==> src/rtl/mem_port_arbiter_if.sv <==
// Bus bundle between the fetch/data requesters, the arbiter and the memory port.
// The arbiter uses the slave modport; the environment (requesters plus memory) uses master.
interface mem_port_arbiter_if #(
   parameter int unsigned WORD = 32
);
   logic            if_req;
   logic [WORD-1:0] if_addr;
   logic            if_ack;
   logic            if_err;
   logic [WORD-1:0] if_rdata;

   logic            d_req;
   logic            d_we;
   logic [WORD-1:0] d_addr;
   logic [WORD-1:0] d_wdata;
   logic            d_ack;
   logic            d_err;
   logic [WORD-1:0] d_rdata;

   logic            mem_req;
   logic            mem_we;
   logic [WORD-1:0] mem_addr;
   logic [WORD-1:0] mem_wdata;
   logic            mem_ack;
   logic [WORD-1:0] mem_rdata;

   modport slave (
      input  if_req, if_addr, d_req, d_we, d_addr, d_wdata, mem_ack, mem_rdata,
      output if_ack, if_err, if_rdata, d_ack, d_err, d_rdata,
      output mem_req, mem_we, mem_addr, mem_wdata
   );

   modport master (
      output if_req, if_addr, d_req, d_we, d_addr, d_wdata, mem_ack, mem_rdata,
      input  if_ack, if_err, if_rdata, d_ack, d_err, d_rdata,
      input  mem_req, mem_we, mem_addr, mem_wdata
   );
endinterface

==> src/rtl/mem_port_arbiter.sv <==
// Shares one variable-latency memory port between instruction fetch and data accesses.
// Data has priority, a streak counter bounds fetch starvation, and a timeout aborts hung accesses.
module mem_port_arbiter #(
   parameter int unsigned WORD       = 32,
   parameter int unsigned MAX_STREAK = 4,
   parameter int unsigned TIMEOUT    = 16
) (
   input logic               clk,
   input logic               reset_n,
   mem_port_arbiter_if.slave bus
);
   localparam int unsigned SW = $clog2(MAX_STREAK + 1);
   localparam int unsigned TW = $clog2(TIMEOUT);

   typedef enum logic [1:0] {StIdle, StBusyI, StBusyD} state_e;

   state_e          state_q, state_d;
   logic            mem_req_q, mem_req_d;
   logic            mem_we_q, mem_we_d;
   logic [WORD-1:0] mem_addr_q, mem_addr_d;
   logic [WORD-1:0] mem_wdata_q, mem_wdata_d;
   logic [SW-1:0]   streak_q, streak_d;
   logic [TW-1:0]   tcnt_q, tcnt_d;

   logic busy, timeout, done, fetch_win, data_win;

   always_comb begin
      busy      = (state_q != StIdle);
      // Timeout fires in the TIMEOUT-th busy cycle only if memory has not answered.
      timeout   = busy && !bus.mem_ack && (tcnt_q == TW'(TIMEOUT - 1));
      done      = busy && (bus.mem_ack || timeout);
      fetch_win = bus.if_req && (!bus.d_req || (streak_q == SW'(MAX_STREAK)));
      data_win  = bus.d_req && !fetch_win;
   end

   assign bus.if_ack   = (state_q == StBusyI) && done;
   assign bus.if_err   = (state_q == StBusyI) && timeout;
   assign bus.if_rdata = ((state_q == StBusyI) && bus.mem_ack) ? bus.mem_rdata : '0;
   assign bus.d_ack    = (state_q == StBusyD) && done;
   assign bus.d_err    = (state_q == StBusyD) && timeout;
   assign bus.d_rdata  = ((state_q == StBusyD) && bus.mem_ack) ? bus.mem_rdata : '0;

   assign bus.mem_req   = mem_req_q;
   assign bus.mem_we    = mem_we_q;
   assign bus.mem_addr  = mem_addr_q;
   assign bus.mem_wdata = mem_wdata_q;

   always_comb begin
      state_d     = state_q;
      mem_req_d   = mem_req_q;
      mem_we_d    = mem_we_q;
      mem_addr_d  = mem_addr_q;
      mem_wdata_d = mem_wdata_q;
      streak_d    = streak_q;
      tcnt_d      = tcnt_q;

      unique case (state_q)
         StIdle: begin
            if (fetch_win) begin
               state_d     = StBusyI;
               mem_req_d   = 1'b1;
               mem_we_d    = 1'b0;
               mem_addr_d  = bus.if_addr;
               mem_wdata_d = '0;
               tcnt_d      = '0;
               streak_d    = '0;
            end else if (data_win) begin
               state_d     = StBusyD;
               mem_req_d   = 1'b1;
               mem_we_d    = bus.d_we;
               mem_addr_d  = bus.d_addr;
               mem_wdata_d = bus.d_wdata;
               tcnt_d      = '0;
               // Count only grants that actually made fetch wait.
               if (!bus.if_req) begin
                  streak_d = '0;
               end else if (streak_q != SW'(MAX_STREAK)) begin
                  streak_d = streak_q + SW'(1);
               end
            end
         end
         StBusyI, StBusyD: begin
            if (done) begin
               state_d   = StIdle;
               mem_req_d = 1'b0;
            end else begin
               tcnt_d = tcnt_q + TW'(1);
            end
         end
         default: begin
            state_d   = StIdle;
            mem_req_d = 1'b0;
         end
      endcase
   end

   always_ff @(posedge clk or negedge reset_n) begin
      if (!reset_n) begin
         state_q     <= StIdle;
         mem_req_q   <= 1'b0;
         mem_we_q    <= 1'b0;
         mem_addr_q  <= '0;
         mem_wdata_q <= '0;
         streak_q    <= '0;
         tcnt_q      <= '0;
      end else begin
         state_q     <= state_d;
         mem_req_q   <= mem_req_d;
         mem_we_q    <= mem_we_d;
         mem_addr_q  <= mem_addr_d;
         mem_wdata_q <= mem_wdata_d;
         streak_q    <= streak_d;
         tcnt_q      <= tcnt_d;
      end
   end
endmodule

==> src/flat_wrapper.sv <==
// flat-port wrapper written by rule: the top's interface ports become plain ports
module mem_port_arbiter_flat 
#(
   parameter int unsigned WORD       = 32,
   parameter int unsigned MAX_STREAK = 4,
   parameter int unsigned TIMEOUT    = 16
)
  (clk, reset_n, bus_if_req, bus_if_addr, bus_d_req, bus_d_we, bus_d_addr, bus_d_wdata, bus_mem_ack, bus_mem_rdata, bus_if_ack, bus_if_err, bus_if_rdata, bus_d_ack, bus_d_err, bus_d_rdata, bus_mem_req, bus_mem_we, bus_mem_addr, bus_mem_wdata);
  mem_port_arbiter_if #(.WORD(WORD)) bus_i ();
  input logic clk;
  input logic reset_n;
  input wire logic [$bits(bus_i.if_req)-1:0] bus_if_req;
  input wire logic [$bits(bus_i.if_addr)-1:0] bus_if_addr;
  input wire logic [$bits(bus_i.d_req)-1:0] bus_d_req;
  input wire logic [$bits(bus_i.d_we)-1:0] bus_d_we;
  input wire logic [$bits(bus_i.d_addr)-1:0] bus_d_addr;
  input wire logic [$bits(bus_i.d_wdata)-1:0] bus_d_wdata;
  input wire logic [$bits(bus_i.mem_ack)-1:0] bus_mem_ack;
  input wire logic [$bits(bus_i.mem_rdata)-1:0] bus_mem_rdata;
  output wire logic [$bits(bus_i.if_ack)-1:0] bus_if_ack;
  output wire logic [$bits(bus_i.if_err)-1:0] bus_if_err;
  output wire logic [$bits(bus_i.if_rdata)-1:0] bus_if_rdata;
  output wire logic [$bits(bus_i.d_ack)-1:0] bus_d_ack;
  output wire logic [$bits(bus_i.d_err)-1:0] bus_d_err;
  output wire logic [$bits(bus_i.d_rdata)-1:0] bus_d_rdata;
  output wire logic [$bits(bus_i.mem_req)-1:0] bus_mem_req;
  output wire logic [$bits(bus_i.mem_we)-1:0] bus_mem_we;
  output wire logic [$bits(bus_i.mem_addr)-1:0] bus_mem_addr;
  output wire logic [$bits(bus_i.mem_wdata)-1:0] bus_mem_wdata;
  assign bus_i.if_req = bus_if_req;
  assign bus_i.if_addr = bus_if_addr;
  assign bus_i.d_req = bus_d_req;
  assign bus_i.d_we = bus_d_we;
  assign bus_i.d_addr = bus_d_addr;
  assign bus_i.d_wdata = bus_d_wdata;
  assign bus_i.mem_ack = bus_mem_ack;
  assign bus_i.mem_rdata = bus_mem_rdata;
  assign bus_if_ack = bus_i.if_ack;
  assign bus_if_err = bus_i.if_err;
  assign bus_if_rdata = bus_i.if_rdata;
  assign bus_d_ack = bus_i.d_ack;
  assign bus_d_err = bus_i.d_err;
  assign bus_d_rdata = bus_i.d_rdata;
  assign bus_mem_req = bus_i.mem_req;
  assign bus_mem_we = bus_i.mem_we;
  assign bus_mem_addr = bus_i.mem_addr;
  assign bus_mem_wdata = bus_i.mem_wdata;
  mem_port_arbiter #(.WORD(WORD), .MAX_STREAK(MAX_STREAK), .TIMEOUT(TIMEOUT)) u_core (.clk(clk), .reset_n(reset_n), .bus(bus_i));
endmodule
==> config.mk <==
export PLATFORM = sky130hd
export DESIGN_NAME = mem_port_arbiter_flat
export DESIGN_NICKNAME = d
export VERILOG_FILES = /design/src/rtl/mem_port_arbiter_if.sv /design/src/rtl/mem_port_arbiter.sv /design/src/flat_wrapper.sv
export SDC_FILE = /design/constraint.sdc
export NUM_CORES = 1
export LEC_CHECK = 0
export BUFFER_PORTS_ARGS = -buffer_cell sky130_fd_sc_hd__buf_4
export CAP_MARGIN = 20
export CORE_UTILIZATION = 39
export CTS_CLUSTER_SIZE = 28
export DETAILED_ROUTE_END_ITERATION = 6
export GPL_ROUTABILITY_DRIVEN = 0
export PLACE_DENSITY_LB_ADDON = 0.08
export SKIP_LAST_GASP = 1
export SLEW_MARGIN = 10
export SYNTH_ARGS = -nofsm -noshare
export SYNTH_HDL_FRONTEND = slang
export SYNTH_SLANG_ARGS = --single-unit
==> constraint.sdc <==
create_clock -name clk -period 1.8 [get_ports clk]
set_input_delay 0.27 -clock clk [delete_from_list [all_inputs] [get_ports clk]]
set_output_delay 0.27 -clock clk [all_outputs]
set_load 0.02 [all_outputs]
==> flow_summary.json <==
{
  "grt_use_total_pct": 25.2,
  "synth_seq_cells": 75,
  "tightest_slew_ns": 0.626,
  "status": "finished with violations",
  "required_ns": 1.53,
  "syn_area_um2": 4230,
  "cts_buffer_depth": 2,
  "startpoint_type": "flop",
  "timing.rr.end": "u_core.tcnt_q[3]",
  "antenna_cells": 0,
  "ios": 268,
  "met2_usage_pct": 42.5,
  "finalMaxSlewViolations": 0,
  "rsz0062_at_grt": "true",
  "worstSkewPairLatency_ns": 0.35,
  "cts_max_level": 3,
  "grt_use_met3_pct": 7.05,
  "drt_pass1_iterations": 4,
  "hold_end": "u_core.bus.mem_wdata[14]",
  "violations": "setup timing",
  "setup_violations": 41,
  "r2r_cells": 7,
  "die_y_um": 106,
  "skew_ns": 0.0103,
  "leakage_uw": 0.00363,
  "synthesis.instances": 488,
  "nets": 886,
  "max_freq_ghz": 0.541,
  "seq_area_frac_synth_pct": 44.3,
  "maxCapViolCount": 0,
  "place_area_um2": 6410,
  "yosysTopAreaCellShare_pct": 44.3,
  "drive_gt1_share_pct": 52.5,
  "holdPathStages": 3,
  "coreArea_um2": 10400,
  "stdcell_area_um2": 7280,
  "first_global_vias": 4380,
  "wl_um": 16000,
  "drtIter0Drc": 340,
  "slew_headroom_pct": 58.1,
  "utilization_pct": 69.9,
  "avgSynthCellArea_um2": 8.67,
  "hp-class": "in2reg",
  "cts_root_buffer": "clkbuf_8",
  "cts_tree": "yes",
  "antenna_found_initial": 0,
  "period_share_pct": 103,
  "async_flop_share_pct": 100,
  "grt_pass1_wl_um": 22500,
  "placedCellCount": 857,
  "grt_overflow_total": 0,
  "hpwl_um": 10400,
  "grt_util_met1_pct": 31.0,
  "grt_busiest_layer": "met2",
  "powerDensity_nw_per_um2": 1560,
  "cts_sinks": 75,
  "critPathMaxFanout": 9,
  "antenna_left": 0,
  "ys.flop_type": "dfrtp_1",
  "num_vias": 4758,
  "arrival_ns": 1.58,
  "ys_types": 47,
  "end_kind": "output pin",
  "ff2ff_setup_slack_ns": 0.12,
  "rows": 37,
  "ir_drop_v": 0.000889,
  "synth_nets": 628,
  "area_delta_synth_final_pct": 72.0,
  "post-synth-top-area-cell": "dfrtp_1",
  "route.detailed.drc": 0,
  "hp-start": "bus_d_wdata[14]",
  "via_per_inst": 5.37,
  "synth-edff-count": 0,
  "fin_ws_ns": -0.0488,
  "cts.clk_slew.worst_paths_ns": 0.07,
  "wire_per_inst_um": 18.0,
  "path_class": "reg2out",
  "initial_core_util_pct": 40.6,
  "numCtsBuffers": 9,
  "period_needed_ns": 1.85,
  "r2r-start": "u_core.state_q[1]",
  "dieArea_um2": 11300,
  "port_buffers": 267,
  "grt_max_degree": 58,
  "finalNonFillerCells": 886,
  "hold_viol": 0,
  "fp.dieW_um": 106,
  "yosysWarnings": 0,
  "synth_area_leaders": "dfrtp_1, nand2_1, and3_1"
}
## layout make-up
class                   count  area [um^2]
fillers                   809         3130
repair buffers            299         2620
multi-input cells         354         2380
flip-flops and latches     75         1880
well taps                 136          170
clock buffers              10          128
clock inverters             5         78.8
inverters                   7         26.3
## cells in the mapped netlist (3+ instances only)
cell / instances
nor2_1: 3
clkbuf_1: 41
nand4_1: 33
o211ai_2: 27
inv_1: 7
nand3_1: 3
nand2_1: 136
a21oi_1: 3
ha_1: 6
o21ai_1: 13
dfrtp_1: 75
buf_6: 5
o211ai_1: 6
o21ai_0: 22
nor3b_1: 3
and3_1: 68
## cells in the final DEF, fill, tap and decap left out, drive strengths merged, types with 3 or more instances in the layout
cell	n
nand2	136
nor2	3
o211ai	33
clkbuf	12
a21oi	3
clkinv	3
ha	6
nor3b	3
o21ai	36
and3	68
nand3	3
inv	7
buf	296
nand4	33
dfrtp	75
## worst max path at each step
stage / from / depth (start not counted) / endpoint
4_1_cts: u_core.state_q[1] / 5 / bus_d_rdata[1]
3_5_place_dp: u_core.state_q[1] / 5 / bus_if_rdata[27]
6_report: u_core.state_q[1] / 5 / bus_d_rdata[12]
5_1_grt: u_core.state_q[1] / 5 / bus_if_rdata[27]
3_3_place_gp: u_core.state_q[1] / 5 / bus_if_rdata[2]
2_1_floorplan: u_core.state_q[0] / 6 / bus_d_ack
## state kept, by name, indices dropped and copies added, names as in the netlist
signal                cells
u_core.bus.mem_req        1
u_core.bus.mem_we         1
u_core.state_q            2
u_core.bus.mem_wdata     32
u_core.streak_q           3
u_core.bus.mem_addr      32
u_core.tcnt_q             4
## cell families after synthesis
kind of cell | count (synthesis) | share of synthesized area (%)
simple gates | 257 | 30.1
compound gates | 90 | 17.2
flops | 75 | 44.3
buf+inv | 59 | 6.38
fa+ha+maj | 6 | 1.77
xor+xnor | 1 | 0.207
## timing repair
item / in CTS / in global routing
endpoints found under the setup margin: 68 / 66
pin swaps: 1 / 27
hold buffers: 1 / 0
hold endpoints to repair: 33 / 0
buffers inserted: 6 / 2
gates resized for setup: 34 / 89
cloned: 1 / 4
## worst max-delay path, cell delays in order, from the launching register on
cell and delay (ns):
dfrtp_1 0.42, buf_6 0.13, ha_4 0.19, clkbuf_16 0.17
and3_1 0.17, buf_4 0.16
## metrics by stage
stage / power [uW] / setup TNS, ns / worst slack [ns] / hold slack, ns
2_1_floorplan: 6490 / -0.330 / -0.165 / -0.0256
3_3_place_gp: 9020 / 0 / 0.219 / 0.258
3_5_place_dp: 9170 / 0 / 0.144 / 0.257
4_1_cts: 10900 / -1.59 / -0.0488 / 0.141
5_1_grt: 12000 / -4.98 / -0.123 / 0.146
6_report: 11400 / -0.786 / -0.0488 / 0.159
## where the power goes
group | switching (uW) | total [uW] | internal (uW)
registers | 505 | 3010 | 2500
clock network | 625 | 1400 | 772
logic | 3840 | 6950 | 3110
total | 4970 | 11400 | 6380
## routing by layer
layer / vias up / wire [um]
met5: - / 0
met4: 0 / 396
met3: 29 / 1100
met2: 191 / 8040
met1: 2304 / 6440
li1: 2234 / -
No activity file was read; power rests on OpenSTA's default activity.
